==> src/rtl/box_motion_if.sv <==
// Control/status bundle between the frame timing logic and box_motion.
//   master : drives frame_tick, speed, pause, restart; observes motion state
//   slave  : box_motion side; samples controls, drives box_x/box_y, color,
//            hit_x/hit_y strobes and bounce_count
interface box_motion_if;
    logic       frame_tick;
    logic [2:0] speed;
    logic       pause;
    logic       restart;
    logic [9:0] box_x;
    logic [9:0] box_y;
    logic [2:0] color;
    logic       hit_x;
    logic       hit_y;
    logic [7:0] bounce_count;

    modport master (
        output frame_tick, speed, pause, restart,
        input  box_x, box_y, color, hit_x, hit_y, bounce_count
    );

    modport slave (
        input  frame_tick, speed, pause, restart,
        output box_x, box_y, color, hit_x, hit_y, bounce_count
    );
endinterface

==> src/rtl/box_motion.sv <==
// Bouncing-box motion engine. Once per accepted frame tick, each axis moves
// by `speed` pixels and reflects off the screen edges (clamped, not mirrored).
// A colour index advances on any bounce; bounce_count tallies axis hits.
//   clk, rst_n : pixel clock, async active-low reset
//   bus        : box_motion_if.slave (controls in, box state/strobes out)

// One axis: position, direction bit and a one-cycle hit strobe.
// hit_nxt is the combinational hit decision for the current inputs; the
// parent gates it with the update enable to advance colour/count.
module box_motion_axis #(
    parameter int LIMIT = 608,
    parameter int INIT  = 0
) (
    input  logic       clk,
    input  logic       rst_n,
    input  logic       restart,
    input  logic       upd,
    input  logic [2:0] speed,
    output logic [9:0] pos,
    output logic       hit,
    output logic       hit_nxt
);
    logic        dir;
    logic        dir_nxt;
    logic [9:0]  pos_nxt;
    logic [10:0] pos_w;
    logic [10:0] spd_w;
    logic [10:0] sum;

    // 11-bit math: pos + 7 can never wrap before the compare.
    always_comb begin
        pos_w   = {1'b0, pos};
        spd_w   = {8'b0, speed};
        sum     = pos_w + spd_w;
        pos_nxt = pos;
        dir_nxt = dir;
        hit_nxt = 1'b0;
        if (dir) begin
            if (sum >= 11'(LIMIT)) begin
                pos_nxt = 10'(LIMIT);
                dir_nxt = 1'b0;
                hit_nxt = 1'b1;
            end else begin
                pos_nxt = sum[9:0];
            end
        end else begin
            // equality counts as a hit, so a resting box at speed 0 keeps hitting
            if (pos_w <= spd_w) begin
                pos_nxt = '0;
                dir_nxt = 1'b1;
                hit_nxt = 1'b1;
            end else begin
                pos_nxt = pos - {7'b0, speed};
            end
        end
    end

    always_ff @(posedge clk or negedge rst_n) begin
        if (!rst_n) begin
            pos <= 10'(INIT);
            dir <= 1'b1;
            hit <= 1'b0;
        end else if (restart) begin
            pos <= 10'(INIT);
            dir <= 1'b1;
            hit <= 1'b0;
        end else if (upd) begin
            pos <= pos_nxt;
            dir <= dir_nxt;
            hit <= hit_nxt;
        end else begin
            hit <= 1'b0;
        end
    end
endmodule

module box_motion #(
    parameter int H_ACTIVE = 640,
    parameter int V_ACTIVE = 480,
    parameter int BOX_SIZE = 32,
    parameter int X_INIT   = 0,
    parameter int Y_INIT   = 0
) (
    input logic           clk,
    input logic           rst_n,
    box_motion_if.slave   bus
);
    localparam int XMAX = H_ACTIVE - BOX_SIZE;
    localparam int YMAX = V_ACTIVE - BOX_SIZE;

    logic            upd;
    logic [1:0][9:0] pos;
    logic [1:0]      hit;
    logic [1:0]      hit_nxt;
    logic [2:0]      color;
    logic [7:0]      bounce_count;

    // restart wins over a same-cycle tick; pause swallows the tick entirely
    assign upd = bus.frame_tick & ~bus.pause & ~bus.restart;

    // axis 0 = X, axis 1 = Y
    for (genvar g = 0; g < 2; g++) begin : g_axis
        box_motion_axis #(
            .LIMIT (g == 0 ? XMAX   : YMAX),
            .INIT  (g == 0 ? X_INIT : Y_INIT)
        ) u_axis (
            .clk     (clk),
            .rst_n   (rst_n),
            .restart (bus.restart),
            .upd     (upd),
            .speed   (bus.speed),
            .pos     (pos[g]),
            .hit     (hit[g]),
            .hit_nxt (hit_nxt[g])
        );
    end

    // corner hit: count +2, colour +1
    always_ff @(posedge clk or negedge rst_n) begin
        if (!rst_n) begin
            color        <= '0;
            bounce_count <= '0;
        end else if (bus.restart) begin
            color        <= '0;
            bounce_count <= '0;
        end else if (upd) begin
            bounce_count <= bounce_count + 8'(hit_nxt[0]) + 8'(hit_nxt[1]);
            color        <= color + 3'(|hit_nxt);
        end
    end

    assign bus.box_x        = pos[0];
    assign bus.box_y        = pos[1];
    assign bus.hit_x        = hit[0];
    assign bus.hit_y        = hit[1];
    assign bus.color        = color;
    assign bus.bounce_count = bounce_count;
endmodule

==> src/flat_wrapper.sv <==
// flat-port wrapper written by rule: the top's interface ports become plain ports
module box_motion_flat 
#(
    parameter int H_ACTIVE = 640,
    parameter int V_ACTIVE = 480,
    parameter int BOX_SIZE = 32,
    parameter int X_INIT   = 0,
    parameter int Y_INIT   = 0
)
  (clk, rst_n, bus_frame_tick, bus_speed, bus_pause, bus_restart, bus_box_x, bus_box_y, bus_color, bus_hit_x, bus_hit_y, bus_bounce_count);
  box_motion_if bus_i ();
  input logic clk;
  input logic rst_n;
  input wire logic [$bits(bus_i.frame_tick)-1:0] bus_frame_tick;
  input wire logic [$bits(bus_i.speed)-1:0] bus_speed;
  input wire logic [$bits(bus_i.pause)-1:0] bus_pause;
  input wire logic [$bits(bus_i.restart)-1:0] bus_restart;
  output wire logic [$bits(bus_i.box_x)-1:0] bus_box_x;
  output wire logic [$bits(bus_i.box_y)-1:0] bus_box_y;
  output wire logic [$bits(bus_i.color)-1:0] bus_color;
  output wire logic [$bits(bus_i.hit_x)-1:0] bus_hit_x;
  output wire logic [$bits(bus_i.hit_y)-1:0] bus_hit_y;
  output wire logic [$bits(bus_i.bounce_count)-1:0] bus_bounce_count;
  assign bus_i.frame_tick = bus_frame_tick;
  assign bus_i.speed = bus_speed;
  assign bus_i.pause = bus_pause;
  assign bus_i.restart = bus_restart;
  assign bus_box_x = bus_i.box_x;
  assign bus_box_y = bus_i.box_y;
  assign bus_color = bus_i.color;
  assign bus_hit_x = bus_i.hit_x;
  assign bus_hit_y = bus_i.hit_y;
  assign bus_bounce_count = bus_i.bounce_count;
  box_motion #(.H_ACTIVE(H_ACTIVE), .V_ACTIVE(V_ACTIVE), .BOX_SIZE(BOX_SIZE), .X_INIT(X_INIT), .Y_INIT(Y_INIT)) u_core (.clk(clk), .rst_n(rst_n), .bus(bus_i));
endmodule
==> config.mk <==
export PLATFORM = sky130hd
export DESIGN_NAME = box_motion_flat
export DESIGN_NICKNAME = d
export VERILOG_FILES = /design/src/rtl/box_motion_if.sv /design/src/rtl/box_motion.sv /design/src/flat_wrapper.sv
export SDC_FILE = /design/constraint.sdc
export NUM_CORES = 1
export LEC_CHECK = 0
export BUFFER_PORTS_ARGS = -buffer_cell sky130_fd_sc_hd__buf_2
export CELL_PAD_IN_SITES_DETAIL_PLACEMENT = 0
export CELL_PAD_IN_SITES_GLOBAL_PLACEMENT = 2
export CORE_UTILIZATION = 25
export CTS_CLUSTER_SIZE = 10
export DETAILED_ROUTE_END_ITERATION = 8
export GPL_TIMING_DRIVEN = 0
export PLACE_DENSITY_LB_ADDON = 0.1
export SYNTH_ARGS = -nofsm -noshare
export SYNTH_HDL_FRONTEND = slang
export SYNTH_SLANG_ARGS = --single-unit
==> constraint.sdc <==
create_clock -name clk -period 3.65 [get_ports clk]
set_clock_uncertainty 0.1 [all_clocks]
set_input_delay 0.365 -clock clk [delete_from_list [all_inputs] [get_ports clk]]
set_output_delay 0.365 -clock clk [all_outputs]
set_load 0.02 [all_outputs]
* Word-level counts from Yosys, hierarchy flattened *
Cells that the tools add are included.

word-level totals
  register bits = 35
  bits in latches = 0
  memory bits (writable) = 0
  memory bits (read-only) = 0
  bits of input ports = 8
  output and inout bits = 33
  word-level logic and storage cells = 57
  memories kept = 0

cells by class
  add/sub/neg operators = 7
  multiply operators = 0
  divide/modulo/power cells = 0
  magnitude comparators = 4
  equality and inequality tests = 0
  shift operators = 0
  muxes and demuxes = 32
  bitwise gates (word level) = 4
  reductions and logical operators = 2

operator list
  cell                                                                                    count
  10-bit two-way mux                                                                      10
  10-bit by 3-bit adder with 11-bit output                                                2
  10-bit by 3-bit <= comparator with 1-bit output                                         2
  10-bit by 3-bit subtractor with 10-bit output                                           2
  1-bit two-way mux                                                                       18
  8-bit by 1-bit adder with 8-bit output                                                  2
  8-bit two-way mux                                                                       2
  11-bit by 10-bit greater-or-equal comparator with 1-bit output (second input constant)  1
  11-bit by 9-bit greater-or-equal comparator with 1-bit output (second input constant)   1
  3-bit two-way mux                                                                       2
  3-bit by 1-bit adder with 3-bit output                                                  1
  1-bit bitwise AND                                                                       2
  1-bit NOT                                                                               2
  2-bit nonzero test                                                                      1
  2-bit OR reduction                                                                      1

* Logic depth before layout (Yosys ltp) *
Gate-level depths: netlist of run 1.

  depth after elaboration = 8
  gate-level depth with buffers = 13
  depth with buffers taken out = 13

* Hierarchy *
Synthesis of run 1 repeated with hierarchy kept, for this count alone.

second synthesis, totals
  cells, all modules = 382
  area, all modules = 3,180.6 sq um

modules (own cells, without submodules)
  module                                      instances  cells an instance  area each (sq um)  sequential area each (sq um)
  box_motion_axis at u_core.g_axis[0].u_axis  1          171                1,356.3            301.5
  box_motion_axis at u_core.g_axis[1].u_axis  1          150                1,227.4            301.5
  box_motion                                  1          61                 596.8              275.3

* Worst setup path after synthesis of run 1 *
OpenSTA, ideal clock, no wires.

  path kind = reg2reg
  start = reg u_core.g_axis[1].u_axis.pos[0]
  end = reg u_core.bounce_count[4], in the netlist u_core.bus.bounce_count[4]
  library setup time = 0.132 ns
  arrival time = 3.169 ns
  data required time = 3.418 ns
  setup slack = 0.250 ns
  cell stages (with the launch flop) = 13
  path buffers = 0
  clock period less this slack = 3.400 ns
  cell sequence = dfrtp_1 > ha_1 > fa_1 > nor2b_1 > o21ai_2 > nor3b_1 > o41ai_2 > a21boi_1 > fa_1 > ha_1 > nand4_1 > xor2_1 > nor2_1

on the way
  cells in the longest elaborated chain, start to end = 7
  elaborated cells on any way between the ends = 9
  those cells by class = 2 x add/sub; 2 x order compare; 5 x mux

ends and longest elaborated chain
  item                                                           RTL line           text
  start, declared                                                box_motion.sv:19   output logic [9:0] pos,
  start signal, assigned                                         box_motion.sv:60   pos <= 10'(INIT);
  start signal, assigned                                         box_motion.sv:64   pos <= 10'(INIT);
  start signal, assigned                                         box_motion.sv:68   pos <= pos_nxt;
  10-bit by 3-bit adder with 11-bit output                       box_motion.sv:34   sum = pos_w + spd_w;
  11-bit by 9-bit greater-or-equal comparator with 1-bit output  box_motion.sv:39   if (sum >= 11'(LIMIT)) begin
  1-bit two-way mux                                              box_motion.sv:39
  1-bit two-way mux *                                            box_motion.sv:38   if (dir) begin
  8-bit by 1-bit adder with 8-bit output *                       box_motion.sv:127  bounce_count <= bounce_count + 8'(hit_nxt[0]) + 8'(hit_nxt[1]);
  8-bit two-way mux *                                            box_motion.sv:126  end else if (upd) begin
  8-bit two-way mux *                                            box_motion.sv:123  end else if (bus.restart) begin
  end signal, assigned                                           box_motion.sv:127
  end, declared                                                  box_motion.sv:96   logic [7:0] bounce_count;

Mark *: on every way between the ends. The rest lies on a longest branch, timed or not. The select of a mux whose other input is x is not followed.
A chain may end at the register's enable or synchronous reset.

* Final worst setup path of run 1 *
  start = reg u_core.g_axis[0].u_axis.pos[1]
  end = reg u_core.bounce_count[4], in the netlist u_core.bus.bounce_count[4]

on the way
  cells in the longest elaborated chain, start to end = 8
  elaborated cells on any way between the ends = 10
  those cells by class = 3 x add/sub; 2 x order compare; 5 x mux

ends and longest elaborated chain
  item                                                            RTL line
  start, declared                                                 box_motion.sv:19
  start signal, assigned                                          box_motion.sv:60
  start signal, assigned                                          box_motion.sv:64
  start signal, assigned                                          box_motion.sv:68
  10-bit by 3-bit adder with 11-bit output                        box_motion.sv:34
  11-bit by 10-bit greater-or-equal comparator with 1-bit output  box_motion.sv:39
  1-bit two-way mux                                               box_motion.sv:39
  1-bit two-way mux *                                             box_motion.sv:38
  8-bit by 1-bit adder with 8-bit output * (2 in series)          box_motion.sv:127
  8-bit two-way mux *                                             box_motion.sv:126
  8-bit two-way mux *                                             box_motion.sv:123

Marks and branches as above.

==> results of run 1 <==
==> sequential cells by signal (all words and copies together) (netlist names) <==
name and flops:
u_core.g_axis.u_axis.hit 2, u_core.bus.bounce_count 8, u_core.g_axis.u_axis.dir 2, u_core.g_axis.u_axis.pos 20, u_core.bus.color 3
==> power breakdown <==
| part | switching [mW] | internal, mW |
|---|---|---|
| Clock | 0.203 | 0.256 |
| Sequential | 0.0105 | 0.395 |
| Combinational | 0.156 | 0.0747 |
| Total | 0.369 | 0.726 |
==> logic make-up (layout without fill, tap and decap cells) <==
group	after synthesis	count (layout)	synth area share, %
xor gates and xnor gates	16	16	4.82
muxes	5	5	1.81
AOI/OAI and AO/OA	95	95	23.1
and+or+nand+nor	138	138	25.4
buffers and inverters	31	81	4.74
adders and majority gates	20	20	9.91
DFF	35	35	30.2
==> area by class of cell <==
class,count,area (um2),share of cell area [%]
Buffer,21,100,2.86
Multi-Input combinational cell,274,1940,55.4
Sequential cell,35,878,25.1
Tap cell,143,179,5.11
Timing Repair Buffer,42,215,6.15
Clock buffer,5,125,3.58
Inverter,10,37.5,1.07
Clock inverter,3,25.0,0.715
==> layer usage <==
| layer | vias up | share of wire, % | global-route usage, % |
|---|---|---|---|
| li1 | 1349 | - | - |
| met1 | 1351 | 51 | 26.6 |
| met2 | 76 | 44 | 27.2 |
| met3 | 8 | 4.3 | 2.96 |
| met4 | 0 | 1.1 | 4.38 |
| met5 | - | 0 | 0 |
==> placed cells by master, fill, tap and decap left out, drive strengths merged, types with 4 or more instances in the layout <==
cell type  instances
dfrtp             33
xor2              15
nand3             10
nand2b             8
clkbuf            17
fa                 5
buf               51
nor2b              8
o211ai             7
nand4              8
nor3               8
o32ai              4
nor4              13
inv               10
nor2              31
o21ai             22
ha                15
a21oi             22
nand2             29
==> worst paths after layout <==
check / from / endpoint / slack [ns]
worst max-delay path: u_core.g_axis[0].u_axis.pos[1] / u_core.bus.bounce_count[4] / 0.25
worst min-delay path: rst_n / u_core.g_axis[0].u_axis.pos[5] / 0.09
worst max register to register: u_core.g_axis[0].u_axis.pos[1] / u_core.bus.bounce_count[4] / 0.25
worst min register to register: u_core.bus.bounce_count[7] / u_core.bus.bounce_count[7] / 0.44
max in group asynchronous: rst_n / u_core.g_axis[1].u_axis.pos[6] / 2.79
min in group clk: bus_restart / u_core.g_axis[1].u_axis.pos[0] / 0.31
==> timing repair <==
item / 4_1_cts / 5_1_grt
gates resized for setup: 3 / 8
setup buffers: 2 / 0
pin swaps: 1 / 2
endpoints found under the setup margin: 9 / 6
hold buffers: 0 / 0
==> impl_metrics.ini, run 1 <==
[setup_path]
critPathRequiredTime_ns = 3.71
path_depth = 11
crit_chain = ha_1 -> nor2b_1 -> o31a_1 -> nand4_1 -> mux2_2 -> a211oi_4 -> fa_2 -> ha_1 -> nand4_1 -> xor2_1 -> nor2_1
end_kind = flip-flop
path_class = flip-flop to flip-flop
cp_num_buf_inv = 0
reg2reg_depth = 11
arrival_ns = 3.46
worst_path_max_delay_cell = dfrtp_1
crit_fanout = 5
crit_path_max_incr_delay_ns = 0.45
critPathTopFamily = adder cells
start_kind = flip-flop

[yosys]
synthCells = 340
synthArstFlopShare_pct = 100
ys_ff_latch = 35
synth_area_leaders = dfrtp_1 28%, ha_1 6.5%, xor2_1 4.5%
synth.top_cells.by_count = 33 x dfrtp_1, 29 x nand2_1, 29 x nor2_1
synth_area_um2 = 2910
ys_seq_area_share_pct = 30.2
ys.flop_type = dfrtp_1
synth_top_area_share_pct = 28.4
synth_nets = 368
yosys_warnings = 0
synth_area_per_cell_um2 = 8.54
synth.distinct_cells = 72
synth_edf_count = 0
synth_most_common_cell = dfrtp_1
yosysTopAreaCell = dfrtp_1

[drt]
wl_per_cell_um = 18.6
vias_per_cell = 5.22
firstDrtPassIters = 4
drt_iter0_markers = 195
ant_nets = 0
vias = 2784
wl_um = 9940
drc = 0

[worst_hold_path]
hold_class = input port to asynchronous set/reset pin

[clocking]
insertion_delay_ns = 0.29
h-tree-depth = 2
cts_buffers = 5
cts_num_sinks = 35
cts_tree = yes
clockBufferDepth = 2
cts_root_buffer = clkbuf_16
cts.clk_slew.worst_paths_ns = 0.07

[sta]
maxSlewViolCount = 0
worst_pin_slew_ns = 0.959
setup_tns_ns = 0
fin_ws_ns = 0.254
timing.hold.ws_ns = 0.0899
rsz0062_at_grt = false
fmax_ghz = 0.294
maxSlewHeadroom_pct = 35.8
final.period_utilization_pct = 93.0
hold_viol = 0
period_minus_slack_ns = 3.40
setup_viol = 0

[placement]
dp.cells = 523
place_area_um2 = 3280
gp_congestion = 0.745
numPortBuffers = 40
dpl.hpwl_um = 7100
dpl_worst_slack_ns = -0.464

[power]
total_power_mw = 1.09
p_per_area_nw_per_um2 = 313
ir_worst_vdd_v = 0.000141
leakagePower_nw = 1.55

[floorplanning]
rows = 39
coreArea_um2 = 11400
initial_utilization_pct = 25.6
die_area_um2 = 12100
die_h_um = 110
ios = 41
die_width_um = 110

[layout]
fillers = 1211
final_area_um2 = 3500
n_antenna_cell = 0
area_delta_synth_final_pct = 20.4
drive_gt1_share_pct = 22.1
fin_util_pct = 30.8
nets = 417
instances_no_fill = 533

[grt]
grt_max_degree = 36
gr-total-overflow = 0
grt_usage_pct = 18.1
grt_pass1_wl_um = 16200
antenna_found_initial = 0
grt_pass1_vias = 2841

[flow_run]
cap_violations = 0

[run_status]
outcome = complete, no violations
Note: power is estimated with default switching activity, not from simulation.
==> run 2: changes to the inputs <==
--- a/config.mk
+++ b/config.mk
@@ -8,6 +8,7 @@
 export BUFFER_PORTS_ARGS = -buffer_cell sky130_fd_sc_hd__buf_2
 export CELL_PAD_IN_SITES_DETAIL_PLACEMENT = 0
 export CELL_PAD_IN_SITES_GLOBAL_PLACEMENT = 2
+export CORE_ASPECT_RATIO = 0.6
 export CORE_UTILIZATION = 25
 export CTS_CLUSTER_SIZE = 10
 export DETAILED_ROUTE_END_ITERATION = 8
==> impl_metrics.ini, run 2 (synthesis results as in run 1) <==
[power]
p_per_area_nw_per_um2 = 308
total_power_mw = 1.10
power_frac_seq_pct = 37.0
ir_worst_vdd_v = 0.000168
power.switching_uw = 354
combPwrFrac_pct = 21.2
sw_frac_of_total_pct = 32.2
internal_power_uw = 746
clock_power_share_pct = 41.9
leakagePower_nw = 1.59

[drt]
wl_um = 10000
drt_iter0_markers = 165
vias_per_cell = 5.05
firstDrtPassIters = 4
wl_per_cell_um = 18.2
drc = 0
vias = 2795
ant_nets = 0

[floorplanning]
ios = 41
coreArea_um2 = 11300
initial_utilization_pct = 25.7
rows = 30
die_h_um = 85.5
die_area_um2 = 12100
die_width_um = 141

[clocking]
cts_hold_buf = 0
cts_num_sinks = 35
cts.clk_slew.worst_paths_ns = 0.06
insertion_delay_ns = 0.29
cts_buffers = 5
clockBufferDepth = 2
cts_root_buffer = clkbuf_16
cts_tree = yes
h-tree-depth = 2

[sta]
setup_viol = 0
final.period_utilization_pct = 94.2
hold_viol = 0
worst_pin_slew_ns = 0.954
maxSlewViolCount = 0
timing.hold.ws_ns = 0.0976
rsz0062_at_grt = false
period_minus_slack_ns = 3.44
fmax_ghz = 0.291
maxSlewHeadroom_pct = 36.2

[grt]
grt_usage_pct = 17.8
grt_max_degree = 36
grt_pass1_vias = 2705
antenna_found_initial = 0
gr-total-overflow = 0
grt_pass1_wl_um = 16200

[layout]
final_common_cell = buf_2
largest_reg_flops = 20
fillers = 1222
largestRegisters = u_core.g_axis.u_axis.pos x20, u_core.bus.bounce_count x8, u_core.bus.color x3
top_register = u_core.g_axis.u_axis.pos
n_antenna_cell = 0
nets = 420
most-common-layout-cells = 42 x buf_2, 33 x dfrtp_1, 29 x nor2_1, 29 x nand2_1, 20 x a21oi_1
drive_gt1_share_pct = 22.6
area_delta_synth_final_pct = 23.0

[setup_path]
start_kind = flip-flop
crit_chain = ha_1 -> fa_1 -> nand2b_1 -> nand2b_1 -> mux2i_2 -> o21bai_4 -> a211oi_4 -> fa_1 -> ha_1 -> nand4_1 -> xor2_1 -> nor2_1
r2r_slack_ns = 0.21
critPathTopFamily = adder cells
end_kind = flip-flop
path_class = flip-flop to flip-flop
crit_path_max_incr_delay_ns = 0.48
cp_num_buf_inv = 0
worst_path_max_delay_cell = fa_1
arrival_ns = 3.50
critPathRequiredTime_ns = 3.71
crit_fanout = 6

[placement]
numPortBuffers = 40
dpl.hpwl_um = 7510
gp_congestion = 0.759

[run_status]
outcome = complete, no violations

[worst_hold_path]
hold_class = input port to asynchronous set/reset pin

[flow_run]
cap_violations = 0
## run 2: layout make-up
type	instances	area, um2	share of cell area (%)
Sequential cell	35	878	24.6
Multi-Input combinational cell	274	1970	55.0
Timing Repair Buffer	45	238	6.65
Clock inverter	2	16.3	0.455
Inverter	10	37.5	1.05
Tap cell	160	200	5.60
Clock buffer	6	139	3.89
Buffer	21	100	2.80
## run 2: worst paths after layout
check,start,endpoint,cells after the start
max in group asynchronous,rst_n,u_core.g_axis[1].u_axis.pos[5],1
worst max-delay path,u_core.g_axis[0].u_axis.pos[0],u_core.bus.bounce_count[4],12
worst max register to register,u_core.g_axis[0].u_axis.pos[0],u_core.bus.bounce_count[4],12
worst min register to register,u_core.bus.bounce_count[7],u_core.bus.bounce_count[7],2
worst min-delay path,rst_n,u_core.g_axis[0].u_axis.pos[9],1
min in group clk,bus_restart,u_core.g_axis[1].u_axis.pos[0],3
## run 2: per-stage QoR
stage | TNS (ns) | cell area (um2) | worst slack (ns) | util (%) | cells
floorplan | 0 | 2910 | 0.250 | - | 340
global route | 0 | 3570 | 0.00380 | 31.6 | 553
detailed placement | -2.86 | 3310 | -0.432 | 29.3 | 540
finish | 0 | 3570 | 0.211 | 31.6 | 553
global placement | -3.68 | 3310 | -0.509 | 29.3 | 540
CTS | 0 | 3500 | 0.0796 | 31.0 | 549
## run 2: power groups by stage
| stage | sequential [mW] | combinational [mW] | clock, mW |
|---|---|---|---|
| detailed placement | 0.414 | 0.224 | 0 |
| finish | 0.407 | 0.233 | 0.461 |
| global placement | 0.414 | 0.229 | 0 |
| floorplan | 0.420 | 0.141 | 0 |
| global route | 0.408 | 0.260 | 0.496 |
| CTS | 0.407 | 0.226 | 0.476 |
## run 2: per-layer routing
| layer | part of all wire (%) | GRT usage, % | vias up |
|---|---|---|---|
| met5 | 0 | 0 | - |
| met3 | 7.0 | 3.52 | 6 |
| met4 | 0.74 | 3.56 | 0 |
| met2 | 36 | 22.1 | 67 |
| li1 | - | - | 1366 |
| met1 | 56 | 29.9 | 1356 |
## run 2: timing repair
action,CTS,global route
gates resized for setup,5,9
setup endpoints to repair,9,4
pin swaps,1,2
buffers inserted,1,4
==> run 3: changes to the inputs <==
--- a/config.mk
+++ b/config.mk
@@ -13,7 +13,7 @@
 export CTS_CLUSTER_SIZE = 10
 export DETAILED_ROUTE_END_ITERATION = 8
 export GPL_TIMING_DRIVEN = 0
-export PLACE_DENSITY_LB_ADDON = 0.1
+export PLACE_DENSITY_LB_ADDON = 0.15
 export SYNTH_ARGS = -nofsm -noshare
 export SYNTH_HDL_FRONTEND = slang
 export SYNTH_SLANG_ARGS = --single-unit
==> impl_metrics.ini, run 3 (synthesis results as in run 1) <==
[floorplanning]
die_width_um = 141
die_area_um2 = 12100
rows = 30
initial_utilization_pct = 25.7
die_h_um = 85.5
ios = 41
coreArea_um2 = 11300

[clocking]
insertion_delay_ns = 0.28
cts_root_buffer = clkbuf_16
cts_buffers = 5
h-tree-depth = 2
cts.clk_slew.worst_paths_ns = 0.06
cts_num_sinks = 35
cts_tree = yes
clockBufferDepth = 2

[worst_hold_path]
hold_class = input port to asynchronous set/reset pin

[grt]
grt_max_degree = 36
grt_pass1_wl_um = 16300
gr-total-overflow = 0
grt_pass1_vias = 2732
antenna_found_initial = 0
grt_usage_pct = 18.2

[drt]
firstDrtPassIters = 7
drc = 1
vias_per_cell = 5.18
wl_um = 10300
vias = 2855
wl_per_cell_um = 18.7
drt_iter0_markers = 201
ant_nets = 0

[setup_path]
critPathRequiredTime_ns = 3.70
start_kind = flip-flop
crit_fanout = 5
arrival_ns = 3.55
end_kind = flip-flop
reg2reg_depth = 12
path_class = flip-flop to flip-flop

[layout]
final_common_cell = buf_2
top_register = u_core.g_axis.u_axis.pos
n_antenna_cell = 0
largestRegisters = u_core.g_axis.u_axis.pos x20, u_core.bus.bounce_count x8, u_core.bus.color x3
most-common-layout-cells = 42 x buf_2, 33 x dfrtp_1, 29 x nor2_1, 29 x nand2_1, 20 x a21oi_1
instances_no_fill = 551
largest_reg_flops = 20
drive_gt1_share_pct = 21.2
fillers = 1246
area_delta_synth_final_pct = 21.7
nets = 418

[power]
p_per_area_nw_per_um2 = 324
total_power_mw = 1.15
leakagePower_nw = 1.56
ir_worst_vdd_v = 0.000177

[placement]
dpl_worst_slack_ns = -0.556
dpl.hpwl_um = 7660
numPortBuffers = 40
dp.cells = 540
gp_congestion = 0.790

[run_status]
outcome = finished, violations left
failed_checks = DRC

[flow_run]
cap_violations = 0

[sta]
rsz0062_at_grt = false
hold_viol = 0
fmax_ghz = 0.286
fin_ws_ns = 0.156
period_minus_slack_ns = 3.49
maxSlewHeadroom_pct = 29.4
maxSlewViolCount = 0
setup_tns_ns = 0
final.period_utilization_pct = 95.7
worst_pin_slew_ns = 1.06
setup_viol = 0
timing.hold.ws_ns = 0.0915
-- run 3: layer usage --
metal	track usage, %	part of all wire (%)	vias up
met5	0	0	-
met4	2.08	0.47	0
met3	4.13	6.4	6
met2	22.6	36	91
met1	30.7	58	1405
li1	-	-	1353
-- run 3: path summary, 6_finish.rpt --
path                                                start                              to  slack, ns
hold / removal                                      rst_n  u_core.g_axis[1].u_axis.pos[7]       0.09
setup / recovery           u_core.g_axis[1].u_axis.pos[0]      u_core.bus.bounce_count[4]       0.16
setup reg to reg           u_core.g_axis[1].u_axis.pos[0]      u_core.bus.bounce_count[4]       0.16
min in group clk                              bus_restart  u_core.g_axis[1].u_axis.pos[0]       0.31
max in group asynchronous                           rst_n      u_core.bus.bounce_count[6]       2.78
hold reg to reg            u_core.g_axis[0].u_axis.pos[0]  u_core.g_axis[0].u_axis.pos[0]       0.45
-- run 3: per-stage QoR --
step / utilization, % / area [um2]
floorplan: - / 2910
finish: 31.3 / 3530
global route: 31.3 / 3530
CTS: 31.0 / 3500
detailed placement: 29.3 / 3310
global placement: 29.3 / 3310
-- run 3: final cells by class --
class | count | area, um2 | share of cell area (%)
tap | 160 | 200 | 5.66
sequential | 35 | 878 | 24.8
inverter | 10 | 37.5 | 1.06
clock inverter | 1 | 30.0 | 0.850
buffer | 21 | 100 | 2.83
timing repair buffer | 43 | 223 | 6.30
multi-input combinational | 274 | 1930 | 54.7
clock buffer | 7 | 133 | 3.75
-- run 3: worst max-delay path: stages, from the launching register on --
cell and delay [ns]:
dfrtp_1 0.40, ha_1 0.24, fa_1 0.47, nor2b_1 0.24, o21ai_2 0.25, nor3b_1 0.10
o41ai_2 0.39, a21boi_2 0.18, fa_2 0.43, ha_1 0.23, nand4_1 0.12, xor2_1 0.16
nor2_1 0.05
-- run 3: power breakdown --
group,leakage [nW],internal (mW),switching [mW]
Clock,0.0781,0.323,0.179
Combinational,1.00,0.0760,0.162
Sequential,0.478,0.395,0.0104
Total,1.56,0.795,0.351
-- run 3: repair_timing --
action,4_1_cts,5_1_grt
pin swaps,1,2
setup endpoints to repair,9,6
buffers inserted,1,2
hold buffers,0,0
gates resized for setup,5,4
cloned,0,0
